`config.mk`:
```
export PLATFORM = sky130hd
export DESIGN_NAME = instr_enc
export DESIGN_NICKNAME = d
export VERILOG_FILES = /design/src/rtl/instr_enc.sv
export SDC_FILE = /design/constraint.sdc
export NUM_CORES = 1
export LEC_CHECK = 0
export ABC_AREA = 1
export CORE_UTILIZATION = 35
export CTS_CLUSTER_DIAMETER = 150
export DETAILED_ROUTE_END_ITERATION = 10
export GPL_ROUTABILITY_DRIVEN = 0
export GPL_TIMING_DRIVEN = 0
export PLACE_DENSITY = 0.81
export SYNTH_ARGS = -nofsm -noshare
export SYNTH_HDL_FRONTEND = slang
export SYNTH_SLANG_ARGS = --single-unit
```
`constraint.sdc`:
```
create_clock -name clk_i -period 1.2 [get_ports clk_i]
set_clock_uncertainty 0.15 [all_clocks]
set_input_delay 0.12 -clock clk_i [delete_from_list [all_inputs] [get_ports clk_i]]
set_output_delay 0.12 -clock clk_i [all_outputs]
set_load 0.005 [all_outputs]
```
`src/rtl/instr_enc.sv`:
```
// Instruction encoder: packs MIPS-style instruction requests into 32-bit words
// and writes them sequentially into a 64-word instruction memory image.
module instr_enc (
    input  logic        clk_i,
    input  logic        rst_i,
    input  logic        clr_i,
    input  logic        req_valid_i,
    output logic        req_ready_o,
    input  logic [2:0]  req_kind_i3,
    input  logic [4:0]  req_rs_i5,
    input  logic [4:0]  req_rt_i5,
    input  logic [4:0]  req_rd_i5,
    input  logic [5:0]  req_funct_i6,
    input  logic [25:0] req_imm_i26,
    output logic        imem_we_o,
    output logic [5:0]  imem_addr_o6,
    output logic [31:0] imem_wd_o32,
    output logic [6:0]  count_o7,
    output logic        full_o,
    output logic        err_o
);

    localparam logic [2:0] KIND_RTYPE = 3'd0;
    localparam logic [2:0] KIND_LW    = 3'd1;
    localparam logic [2:0] KIND_SW    = 3'd2;
    localparam logic [2:0] KIND_LUI   = 3'd3;
    localparam logic [2:0] KIND_BEQ   = 3'd4;
    localparam logic [2:0] KIND_J     = 3'd5;
    localparam logic [2:0] KIND_ADDI  = 3'd6;

    localparam logic [5:0] OP_RTYPE = 6'b000000;
    localparam logic [5:0] OP_LW    = 6'b100011;
    localparam logic [5:0] OP_SW    = 6'b101011;
    localparam logic [5:0] OP_LUI   = 6'b001111;
    localparam logic [5:0] OP_BEQ   = 6'b000100;
    localparam logic [5:0] OP_J     = 6'b000010;
    localparam logic [5:0] OP_ADDI  = 6'b001000;

    logic        accept;
    logic        legal;
    logic [31:0] enc_word;

    // Handshake: a request transfers in any cycle where req_valid_i && req_ready_o;
    // req_* fields are sampled only in that cycle, and ready never depends on valid.
    assign req_ready_o = !full_o && !err_o && !clr_i && !rst_i;
    assign accept      = req_valid_i && req_ready_o;
    assign legal       = (req_kind_i3 != 3'd7);

    always_comb begin
        enc_word = 32'd0;
        case (req_kind_i3)
            KIND_RTYPE: enc_word = {OP_RTYPE, req_rs_i5, req_rt_i5, req_rd_i5, 5'b00000, req_funct_i6};
            KIND_LW:    enc_word = {OP_LW,   req_rs_i5, req_rt_i5, req_imm_i26[15:0]};
            KIND_SW:    enc_word = {OP_SW,   req_rs_i5, req_rt_i5, req_imm_i26[15:0]};
            KIND_LUI:   enc_word = {OP_LUI,  5'b00000,  req_rt_i5, req_imm_i26[15:0]};
            KIND_BEQ:   enc_word = {OP_BEQ,  req_rs_i5, req_rt_i5, req_imm_i26[15:0]};
            KIND_J:     enc_word = {OP_J,    req_imm_i26};
            KIND_ADDI:  enc_word = {OP_ADDI, req_rs_i5, req_rt_i5, req_imm_i26[15:0]};
            default:    enc_word = 32'd0;
        endcase
    end

    // Count advances together with the registered write, so count_o7 already
    // includes a word in the cycle its strobe is visible.
    always_ff @(posedge clk_i) begin
        if (rst_i) begin
            imem_we_o    <= 1'b0;
            imem_addr_o6 <= 6'd0;
            imem_wd_o32  <= 32'd0;
            count_o7     <= 7'd0;
            full_o       <= 1'b0;
            err_o        <= 1'b0;
        end else begin
            imem_we_o <= accept && legal;
            if (accept && legal) begin
                imem_addr_o6 <= count_o7[5:0];
                imem_wd_o32  <= enc_word;
            end
            if (clr_i) begin
                count_o7 <= 7'd0;
                full_o   <= 1'b0;
                err_o    <= 1'b0;
            end else if (accept) begin
                if (legal) begin
                    count_o7 <= count_o7 + 7'd1;
                    full_o   <= (count_o7 == 7'd63);
                end else begin
                    err_o <= 1'b1;
                end
            end
        end
    end

endmodule

```
==> out/results.ini <==
[placement]
dpl.hpwl_um=4710
post-place-ws_ns=-0.688
portBuffers=101
dpl.cell_count=487
placed_area_mm2=0.00328

[power_and_ir_drop]
finalPower_mw=3.25
power.leakage_nw=1.86
vdd_ir_drop_max_mv=0.403
powerDensity_mw_per_mm2=835

[sta]
setup_viol=48
setup_slack_ns=-0.336
period_share_pct=128
drv_slew=0
rsz0062_at_grt=true
holdWs_ns=0.123
setup_tns_ns=-14.32
fmax_mhz=651
final_hold_viol_count=0
min_period_ns=1.54

[logic_synthesis]
syn_nets=366
ys_ff_latch=47
syn_inst=311
synth-edff-count=0
async_flop_share_pct=0
synthFlopType=dfxtp_1
ys_seq_area_share_pct=43.8
yosysWarningCount=0
synth.distinct_cells=26
syn_area_per_cell_um2=6.90
syn_area_mm2=0.00215

[critical_path]
critPathKind=reg -> reg
cp.arrival_ns=1.61
crit_chain=nor2_4 > buf_6 > nand3_4 > buf_4 > buf_4 > clkinvlp_4 > o211ai_1 > a21oi_2
cp-end-kind=flop
path_buf_inv=4
cp-start-kind=flop
crit_top_cell=buf_4
cp.required_ns=1.28
crit_path_top_delay_cell=dfxtp_4
path_max_fanout=5
slowest_delay_ns=0.36
crit_family=buffers and inverters

[layout]
final_cell_mix=66 x nand2_1, 49 x clkdlybuf4s50_1, 39 x dlygate4sd2_1
diodes=0
final_common_cell=nand2_1
layout-drive-gt1-share_pct=33.9
design_area_mm2=0.00389
fin_cells=529
fin_util_pct=65.7
fin_nets=508
area_growth_pct=81.2

[clock_tree]
clockBufferDepth=2
cts_buffers=5
cts.sinks=47
path_clk_slew_ns=0.09
cts_tree=yes
hold_buffers=0
clk_latency_ns=0.30
root_buffer=clkbuf_8
h-tree-depth=2

[detailed_routing]
wl_per_cell_um=14.1
drt_wl_total_um=7470
drc=0
final_antenna_net_count=0
dr.pass1.iters=4
num_vias=2569
vias_per_cell=4.86
first_iter_violations=105

[die]
ios=103
die_w_um=80.3
die_area_mm2=0.00645
initial_utilization_pct=36.2
num_rows=28
die_h_um=80.3
core_mm2=0.00592

[grt]
grt_pass1_vias=2447
antenna_found_initial=0
grt_max_degree=14
grt_usage_pct=23.2
grt_pass1_wl_um=11400
grt.overflow.total=0

[status]
outcome=complete, but fails checks
violations=negative setup slack

[flow_run]
drv_cap=0

[min_path]
hold_path.class=in -> reg

per-layer routing:
layer	wire length (µm)	vias to the layer above	GRT usage [%]	share of wire, %
li1	-	1278	-	-
met1	3100	1192	26.4	42
met2	3790	86	42.3	51
met3	431	13	5.23	5.8
met4	140	0	8.04	1.9
met5	0	-	0	0
worst paths after layout:
check,to,depth (start not counted),startpoint,slack (ns)
hold reg to reg,imem_wd_o32[29]$_SDFFE_PP0P_,2,imem_wd_o32[29]$_SDFFE_PP0P_,0.31
setup / recovery,imem_wd_o32[28]$_SDFFE_PP0P_,8,err_o$_SDFFE_PP0P_,-0.34
hold / removal,imem_wd_o32[27]$_SDFFE_PP0P_,2,rst_i,0.12
setup reg to reg,imem_wd_o32[28]$_SDFFE_PP0P_,8,err_o$_SDFFE_PP0P_,-0.34
cell families (layout without fill, tap and decap cells):
group | after synthesis | after routing | synth area share (%)
compound gates | 46 | 46 | 11.2
buf+inv | 30 | 173 | 6.82
simple gates | 184 | 184 | 36.6
flops | 47 | 47 | 43.8
other cells | 1 | 1 | 0.175
fa+ha+maj | 1 | 1 | 0.583
xor+xnor | 2 | 2 | 0.816
worst register-to-register path, delay by kind of cell, from the launching register on:
kind | cells | cell delay, ns
AOI/OAI and AO/OA | 2 | 0.27
buffers and inverters | 4 | 0.49
DFF | 1 | 0.36
and+or+nand+nor | 2 | 0.19
area by class of cell:
class / count / area, µm²
inverters: 14 / 63.8
clock inverters: 1 / 5.00
flip-flops and latches: 47 / 997
plain buffers: 16 / 136
well taps: 75 / 93.8
clock buffers: 7 / 76.3
fillers: 532 / 2030
repair buffers: 134 / 1260
repair inverters: 1 / 7.51
multi-input cells: 234 / 1250
cells in the mapped netlist (3+ instances only):
cell	count	area, µm²
nand2_1	88	330
buf_4	3	22.5
nor2_1	58	218
buf_2	6	30.0
a21oi_1	19	95.1
nand3b_1	5	37.5
o21ai_0	23	115
nor2_2	3	18.8
nand3_1	25	125
dfxtp_1	47	941
clkbuf_1	5	18.8
inv_1	11	41.3
report_power, final:
part / switching (mW) / leakage (nW) / total [mW] / internal, mW
clock: 0.536 / 0.0422 / 0.946 / 0.410
combinational: 0.303 / 1.42 / 0.672 / 0.369
sequential: 0.0274 / 0.398 / 1.63 / 1.60
state kept, by name, indices dropped and copies added, names as in the netlist:
| signal | count |
|---|---|
| count_o7 | 7 |
| err_o | 1 |
| full_o | 1 |
| imem_addr_o6 | 6 |
| imem_wd_o32 | 31 |
| imem_we_o | 1 |
repair_timing:
action	CTS	global route
resized for setup	144	46
pin swaps	13	5
endpoints found under the hold margin	0	0
setup buffers	22	6
endpoints found under the setup margin	95	61
cloned	5	1
Power figures use the tool's default switching activity.
